**src/rtl/regfile_pkg.sv**
```systemverilog
// Shared defaults and bus-slicing helpers for the scoreboarded register file.
package regfile_pkg;

  localparam int unsigned DefXlen     = 32;
  localparam int unsigned DefRegNum   = 32;
  localparam int unsigned DefAddrSize = 5;
  localparam int unsigned DefCntBits  = 2;

  // Low bit of port `port` inside a flattened bus of `width`-bit lanes.
  function automatic int unsigned slice_lo(input int unsigned port, input int unsigned width);
    return port * width;
  endfunction

endpackage

```
**src/rtl/sb_counter.sv**
```systemverilog
// Saturating pending-write counter for one register: +inc, -dec, clamped to [0, 2^CntBits-1].
module sb_counter #(
  parameter int unsigned CntBits = 2,
  parameter int unsigned DecW    = 1
) (
  input  logic               clk,
  input  logic               rst,
  input  logic               inc,
  input  logic [DecW-1:0]    dec,
  input  logic               clear,
  output logic [CntBits-1:0] count,
  output logic               sat
);

  localparam int unsigned SumW = CntBits + DecW + 1;
  localparam logic [SumW-1:0] Max = SumW'((1 << CntBits) - 1);

  logic [CntBits-1:0] cnt_q, cnt_d;
  logic [SumW-1:0]    up, down;

  assign up   = SumW'(cnt_q) + SumW'(inc);
  assign down = SumW'(dec);

  always_comb begin
    cnt_d = cnt_q;
    if (clear) begin
      cnt_d = '0;
    end else if (up <= down) begin
      cnt_d = '0;
    end else if ((up - down) > Max) begin
      cnt_d = '1;
    end else begin
      cnt_d = CntBits'(up - down);
    end
  end

  always_ff @(posedge clk or posedge rst) begin
    if (rst) begin
      cnt_q <= '0;
    end else begin
      cnt_q <= cnt_d;
    end
  end

  assign count = cnt_q;
  assign sat   = (cnt_q == '1);

endmodule

```
**src/rtl/regfile_sb.sv**
```systemverilog
// Multi-port register file with write-through bypass and a per-register
// pending-write scoreboard that stalls issue on RAW hazards and counter saturation.
module regfile_sb
  import regfile_pkg::*;
#(
  parameter int unsigned XLEN      = DefXlen,
  parameter int unsigned REG_NUM   = DefRegNum,
  parameter int unsigned ADDR_SIZE = DefAddrSize,
  parameter int unsigned RD_PORTS  = 2,
  parameter int unsigned WR_PORTS  = 1,
  parameter int unsigned CNT_BITS  = DefCntBits
) (
  input  logic                          clk,
  input  logic                          rst,
  input  logic [RD_PORTS*ADDR_SIZE-1:0] R_addr,
  input  logic [RD_PORTS-1:0]           R_use,
  output logic [RD_PORTS*XLEN-1:0]      R_data,
  input  logic [WR_PORTS-1:0]           WB_we,
  input  logic [WR_PORTS*ADDR_SIZE-1:0] WB_rd,
  input  logic [WR_PORTS*XLEN-1:0]      WB_data,
  input  logic                          I_valid,
  input  logic                          I_we,
  input  logic [ADDR_SIZE-1:0]          I_rd,
  input  logic                          flush,
  output logic                          I_stall,
  output logic [REG_NUM-1:0]            busy
);

  localparam int unsigned DecW = $clog2(WR_PORTS + 1);

  logic [XLEN-1:0]      regs_q  [REG_NUM];
  logic [ADDR_SIZE-1:0] wb_idx  [WR_PORTS];
  logic [XLEN-1:0]      wb_val  [WR_PORTS];
  logic [ADDR_SIZE-1:0] rd_idx  [RD_PORTS];
  logic [DecW-1:0]      hits    [REG_NUM];
  logic [CNT_BITS-1:0]  cnt     [REG_NUM];
  logic                 sat_a   [REG_NUM];
  logic                 inc_a   [REG_NUM];
  logic                 stall_raw;
  logic                 issue_fire;

  for (genvar w = 0; w < WR_PORTS; w++) begin : g_wb
    assign wb_idx[w] = WB_rd[slice_lo(w, ADDR_SIZE) +: ADDR_SIZE];
    assign wb_val[w] = WB_data[slice_lo(w, XLEN) +: XLEN];
  end

  // Number of writeback ports retiring each register this cycle.
  always_comb begin
    for (int r = 0; r < REG_NUM; r++) begin
      hits[r] = '0;
      for (int w = 0; w < WR_PORTS; w++) begin
        if (WB_we[w] && (wb_idx[w] == ADDR_SIZE'(r))) hits[r] = hits[r] + DecW'(1);
      end
    end
  end

  always_ff @(posedge clk or posedge rst) begin
    if (rst) begin
      for (int r = 0; r < REG_NUM; r++) regs_q[r] <= '0;
    end else begin
      // Later ports override earlier ones on a shared index.
      for (int w = 0; w < WR_PORTS; w++) begin
        if (WB_we[w] && (wb_idx[w] != '0)) regs_q[wb_idx[w]] <= wb_val[w];
      end
    end
  end

  for (genvar p = 0; p < RD_PORTS; p++) begin : g_rd
    logic [XLEN-1:0] val;
    assign rd_idx[p] = R_addr[slice_lo(p, ADDR_SIZE) +: ADDR_SIZE];
    always_comb begin
      val = regs_q[rd_idx[p]];
      for (int w = 0; w < WR_PORTS; w++) begin
        if (WB_we[w] && (wb_idx[w] == rd_idx[p])) val = wb_val[w];
      end
      if (rd_idx[p] == '0 || rst) val = '0;
    end
    assign R_data[slice_lo(p, XLEN) +: XLEN] = val;
  end

  always_comb begin
    stall_raw = 1'b0;
    for (int p = 0; p < RD_PORTS; p++) begin
      if (R_use[p] && (rd_idx[p] != '0) &&
          (32'(cnt[rd_idx[p]]) > 32'(hits[rd_idx[p]]))) stall_raw = 1'b1;
    end
    if (I_we && (I_rd != '0) && sat_a[I_rd] && (hits[I_rd] == '0)) stall_raw = 1'b1;
  end

  assign I_stall    = I_valid & ~rst & stall_raw;
  assign issue_fire = I_valid & I_we & ~I_stall & (I_rd != '0);

  assign cnt[0]   = '0;
  assign sat_a[0] = 1'b0;
  assign inc_a[0] = 1'b0;

  for (genvar r = 1; r < REG_NUM; r++) begin : g_cnt
    assign inc_a[r] = issue_fire & (I_rd == ADDR_SIZE'(r));
    sb_counter #(
      .CntBits (CNT_BITS),
      .DecW    (DecW)
    ) u_cnt (
      .clk   (clk),
      .rst   (rst),
      .inc   (inc_a[r]),
      .dec   (hits[r]),
      .clear (flush),
      .count (cnt[r]),
      .sat   (sat_a[r])
    );
  end

  always_comb begin
    busy = '0;
    for (int r = 0; r < REG_NUM; r++) busy[r] = (cnt[r] != '0);
  end

endmodule

```
**config.mk**
```make
export PLATFORM = sky130hd
export DESIGN_NAME = regfile_sb
export DESIGN_NICKNAME = d
export VERILOG_FILES = /design/src/rtl/regfile_pkg.sv /design/src/rtl/sb_counter.sv /design/src/rtl/regfile_sb.sv
export SDC_FILE = /design/constraint.sdc
export NUM_CORES = 2
export LEC_CHECK = 0
export ABC_AREA = 0
export CAP_MARGIN = 40
export CORE_UTILIZATION = 25
export DETAILED_ROUTE_END_ITERATION = 8
export PLACE_DENSITY = 0.37
export SLEW_MARGIN = 40
export SYNTH_ARGS = -nofsm -noshare
export SYNTH_HDL_FRONTEND = slang
export SYNTH_HIERARCHICAL = 1
export SYNTH_SLANG_ARGS = --single-unit
```
**constraint.sdc**
```tcl
create_clock -name clk -period 42.8 [get_ports clk]
set_clock_uncertainty 0.1 [all_clocks]
set_input_delay 6.42 -clock clk [delete_from_list [all_inputs] [get_ports clk]]
set_output_delay 6.42 -clock clk [all_outputs]
set_load 0.05 [all_outputs]
```
* Yosys cells after proc, flatten, opt, wreduce, memory -nomap -nowiden
Index checks and enable logic that the tools add are counted.
** Storage, ports and cells
- Flip-flop bits (word level) :: 1086
- Input bits :: 60
- Word-level logic and storage cells :: 574
** Operators by class
- $add $sub $neg :: 62
- Order comparisons :: 69
- Equality and inequality tests :: 95
- Mux-type cells :: 159
- Bitwise gates (word level) :: 43
- Reduce and logical (&&, ||, !) cells :: 83
** Operators by type and width (count)
- $bwmux W1024 :: 1
- $bmux W32 S5 :: 2
- $mux W32 :: 9
- $mux W2 :: 97
- $demux W32 S5 :: 1
- $eq A5 B5 Y1 const B :: 32
- $gt A4 B2 Y1 const B :: 31
- $le A4 B1 Y1 :: 31
- $sub A4 B1 Y4 :: 31
- $add A2 B1 Y3 :: 31
- $eq A5 B4 Y1 const B :: 16
- $eq A2 B2 Y1 const B :: 31
- $reduce_bool A2 Y1 :: 31
- $logic_and A1 B1 Y1 :: 43
- $mux W1 :: 43
- $eq A5 B3 Y1 const B :: 8
- $and A1 B1 Y1 :: 36
- $ge A6 B6 Y1 const B :: 4
- $not A5 Y6 :: 4
- $bmux W1 S5 :: 4
- $bmux W2 S5 :: 2
- $eq A5 B2 Y1 const B :: 4
- $reduce_bool A5 Y1 :: 4
- $logic_not A5 Y1 :: 3
- other kinds (6) :: 12

* Logic depth before layout (Yosys ltp)
- Depth after elaboration :: 22
- Depth in mapped cells :: 25

* Modules after synthesis
Netlist, hierarchy kept.
** Modules (own cells, without submodules)
- regfile_sb :: times used 1, cells an instance 4506, area an instance 56832.0 µm²
- sb_counter :: times used 31, cells an instance 19, area an instance 203.9 µm²

* Least setup slack after synthesis
No wires, ideal clock.
- Path kind :: input-to-output
- Start :: input rst
- End :: output R_data[27]
- Arrival time :: 32.799 ns
- Data required time :: 36.280 ns
- Setup slack :: 3.481 ns
- Stages :: 3
- Buffers on the path :: 0
- Cell sequence :: inv_1 > o21ai_1 > a211oi_1
** On the way
- Cells in the longest elaborated chain, start to end :: 2
** RTL lines
- from (decl) :: RTL line regfile_sb.sv:14 : input logic rst,
- $logic_or A1 B1 Y1 :: RTL line regfile_sb.sv:76 : if (rd_idx[p] == '0 || rst) val = '0;
- $mux W32 :: RTL line regfile_sb.sv:76
- to (decl) :: RTL line regfile_sb.sv:17 : output logic [RD_PORTS*XLEN-1:0] R_data,
No other way between the ends.

* Final worst setup path
- Start :: input WB_rd[1]
- End :: output I_stall
** On the way
- Cells in the longest elaborated chain, start to end :: 12
- Elaborated cells between the ends (all ways) :: 115
** RTL lines
- from (decl) :: RTL line regfile_sb.sv:19 : input logic [WR_PORTS*ADDR_SIZE-1:0] WB_rd,
- $eq A5 B5 Y1 (tied with other cells) :: RTL line regfile_sb.sv:52 : if (WB_we[w] && (wb_idx[w] == ADDR_SIZE'(r))) hits[r] = hits[r] + DecW'(1);
- $logic_and A1 B1 Y1 :: RTL line regfile_sb.sv:52
- $mux W1 :: RTL line regfile_sb.sv:52
- $bmux W1 S5 :: RTL line regfile_sb.sv:85 : (32'(cnt[rd_idx[p]]) > 32'(hits[rd_idx[p]]))) stall_raw = 1'b1;
- $mux W1 (not written as such) (2 in series) :: RTL line regfile_sb.sv:85
- $gt A2 B1 Y1 :: RTL line regfile_sb.sv:85
- $logic_and A1 B1 Y1 :: RTL line regfile_sb.sv:84 : if (R_use[p] && (rd_idx[p] != '0) &&
- $mux W1 (2 in series) :: RTL line regfile_sb.sv:84
- $mux W1 (*) :: RTL line regfile_sb.sv:87 : if (I_we && (I_rd != '0) && sat_a[I_rd] && (hits[I_rd] == '0)) stall_raw = 1'b1;
- $and A1 B1 Y1 (*) :: RTL line regfile_sb.sv:90 : assign I_stall = I_valid & ~rst & stall_raw;
- to (decl) :: RTL line regfile_sb.sv:25 : output logic I_stall,
Mark *: on every way between the ends. The rest lies on a longest branch, timed or not. The select of a mux whose other input is x is not followed.

==> impl_metrics.tcl <==
set metrics [dict create \
    status "complete, no violations" \
    startpoint_type "input port" \
    tightest_slew_ns 0.911 \
    endpoint_kind "output pin" \
    hold_viol 0 \
    syn2layout_area_growth_pct 16.5 \
    htree_levels 4 \
    crit_chain "clkdlybuf4s50_1 > xor2_1 > nor4_1 > nand3_4 > buf_4 > inv_1 > ha_1 > nor2_1 > nand3_1 > and4_1 > and4_1 > o21ai_0 > and3_1 > clkdlybuf4s50_1" \
    post-route-util 0.293 \
    post-route-min-period_ns 18.19 \
    die_w_microns 505 \
    critPathRequiredTime_ns 36.28 \
    final_cell_area_sq_mm 0.0736 \
    ant_nets 0 \
    crit_buf_inv 4 \
    drt_wl_total_microns 255000 \
    drc 0 \
    initial_core_util 0.251 \
    cts_buffer_depth 3 \
    worstPathMaxFanout 35 \
    cts_made_buffers 139 \
    multi_input_area_sq_mm 0.0336 \
    synth-edff-count 0 \
    synth-seq-area-share 0.430 \
    yosys-top-cells-count "nand2_1, dfrtp_1, mux4_2, mux2_2, clkbuf_1" \
    gp_congestion 0.769 \
    grt.overflow.total 0 \
    maxCapViolations 0 \
    core-area_sq_mm 0.251 \
    setup-violations-final 0 \
    placement.cell_area_sq_mm 0.0689 \
    synth_top_area_frac 0.430 \
    via_per_inst 5.07 \
    grt_start_max_net_pins 88 \
    critPathMaxStageDelay_ns 0.83 \
    yosysMostFrequentCell "nand2_1" \
    die_h_microns 505 \
    p_leak_nw 31.9 \
    dpl.hpwl_microns 150000 \
    nNetsFinal 5323 \
    port_buffers 155 \
    fin_cells 8526 \
    ys_warn_count 6 \
    synth_nets 5343 \
    post-synth-top-area-cell "dfrtp_1" \
    cts.sinks 1086 \
    dp.cells 8280 \
    synth_ff_type "dfrtp_1" \
    io_pins 157 \
    async_flop_share 1.00 \
    slowest_stage "clkdlybuf4s50_1" \
    vias 43200 \
    relSlewSlack 0.389 \
    clk_latency_ns 0.80 \
    synth_cell_types 54 \
    ff_latch_area_sq_mm 0.0272 \
    fin_crit_sh 0.425 \
    worstHoldPathType "flip-flop to flip-flop" \
    dieArea_sq_mm 0.255 \
    whs_ns 0.291 \
    synth_area_sq_mm 0.0632 \
    rows 184 \
    syn_inst 5095 \
    synth_area_per_cell_sq_um 12.4 \
    crit_arrival_ns 11.67 \
    ir_worst_vdd_mv 0.0430 \
    drive_above_1_share 0.345 \
    slew_viol_final 0 \
    ys_ff_latch 1086 \
    grt_pass1_vias 45100 \
    grt_pass1_wl_microns 362000 \
    antenna_found_initial 16 \
    cts-root-buf "clkbuf_16" \
    grt_setup_unrepaired "no" \
    grt_use_total 0.201 \
    fmaxAchievable_ghz 0.0550 \
    drt_iter0_drc 3659 \
    power_density_mw_per_mm2 43.5 \
    fillers 25200 \
    wire_per_inst_microns 30.0 \
    postCtsResizedCells 0 \
    critical_path_class "input port to output pin" \
    totalNegativeSetupSlack_ns 0 \
    clkTransAtPathRegs_ns 0.06 \
    synth_area_leaders "dfrtp_1, mux4_2, mux2_2, nand2_1, ha_1" \
    post_cts_buffers 0 \
    postCtsHoldBufs 0 \
    tritoncts "yes" \
    critPathTopFamily "buffers and inverters" \
    firstDrtPassIters 8 \
]
cell families (layout without fill, tap and decap cells):
family          after synthesis  after routing  synth area share
xor+xnor                     14             14           0.00194
fa+ha+maj                   188            188            0.0372
other cells                   1              3         0.0000594
flops                      1086           1086             0.430
buf+inv                     674            755            0.0420
simple gates               1644           1644             0.108
mux                        1301           1301             0.351
compound gates              187            187            0.0295
sequential cells by signal, indices dropped and copies added, names as in the netlist:
signal	count
g_cnt.u_cnt/count	62
regs_q	1024
power breakdown:
part / internal (mW) / switching [mW]
Sequential: 1.21 / 0.140
Combinational: 0.354 / 0.297
Clock: 0.696 / 0.510
worst paths after layout:
check | startpoint | endpoint | slack (ns) | depth (start not counted)
worst max-delay path | WB_rd[1] | I_stall | 24.61 | 14
max in group asynchronous | rst | regs_q[181] | 34.53 | 6
worst min register to register | regs_q[992] | regs_q[992] | 0.29 | 0
worst max register to register | g_cnt[31].u_cnt/count[0] | g_cnt[12].u_cnt/count[0] | 37.40 | 18
min in group asynchronous | rst | regs_q[638] | 5.73 | 2
worst min-delay path | regs_q[992] | regs_q[992] | 0.29 | 0
metrics by stage:
step,worst slack [ns],power (mW)
2_1_floorplan,3.48,1.81
3_3_place_gp,24.55,2.01
3_5_place_dp,24.62,2.02
4_1_cts,24.60,3.24
5_1_grt,24.49,3.35
6_report,24.61,3.20
cells in the final DEF (no fill, tap or decap), types with 31 or more instances in the layout:
master and count:
mux2i_1 76, clkbuf_16 139, dfrtp_1 1086, inv_1 192
clkdlybuf4s50_1 142, clkbuf_1 33, a21boi_1 31, and2_1 32
nor3b_2 31, or2_2 33, clkbuf_8 32, nand2_1 1361
buf_4 99, a211oi_1 63, mux2_2 547, nor2_1 94
a2111oi_2 62, ha_1 188, buf_6 34, mux4_2 678
per-layer routing:
layer / global-route usage / wire length (microns) / vias to the layer above
met5: 0 / 13 / -
met4: 0.0627 / 7700 / 2
met3: 0.0396 / 14900 / 332
met2: 0.316 / 118000 / 1353
met1: 0.276 / 115000 / 23300
li1: - / - / 18300
final cells by class:
type / count / share of cell area
antenna: 2 / 0.0000680
clock buffer: 204 / 0.0549
clock inverter: 38 / 0.00768
inverter: 207 / 0.0108
multi-input combinational: 3335 / 0.457
sequential: 1086 / 0.369
tap: 3348 / 0.0569
timing repair buffer: 306 / 0.0433
Power figures use the tool's default switching activity.
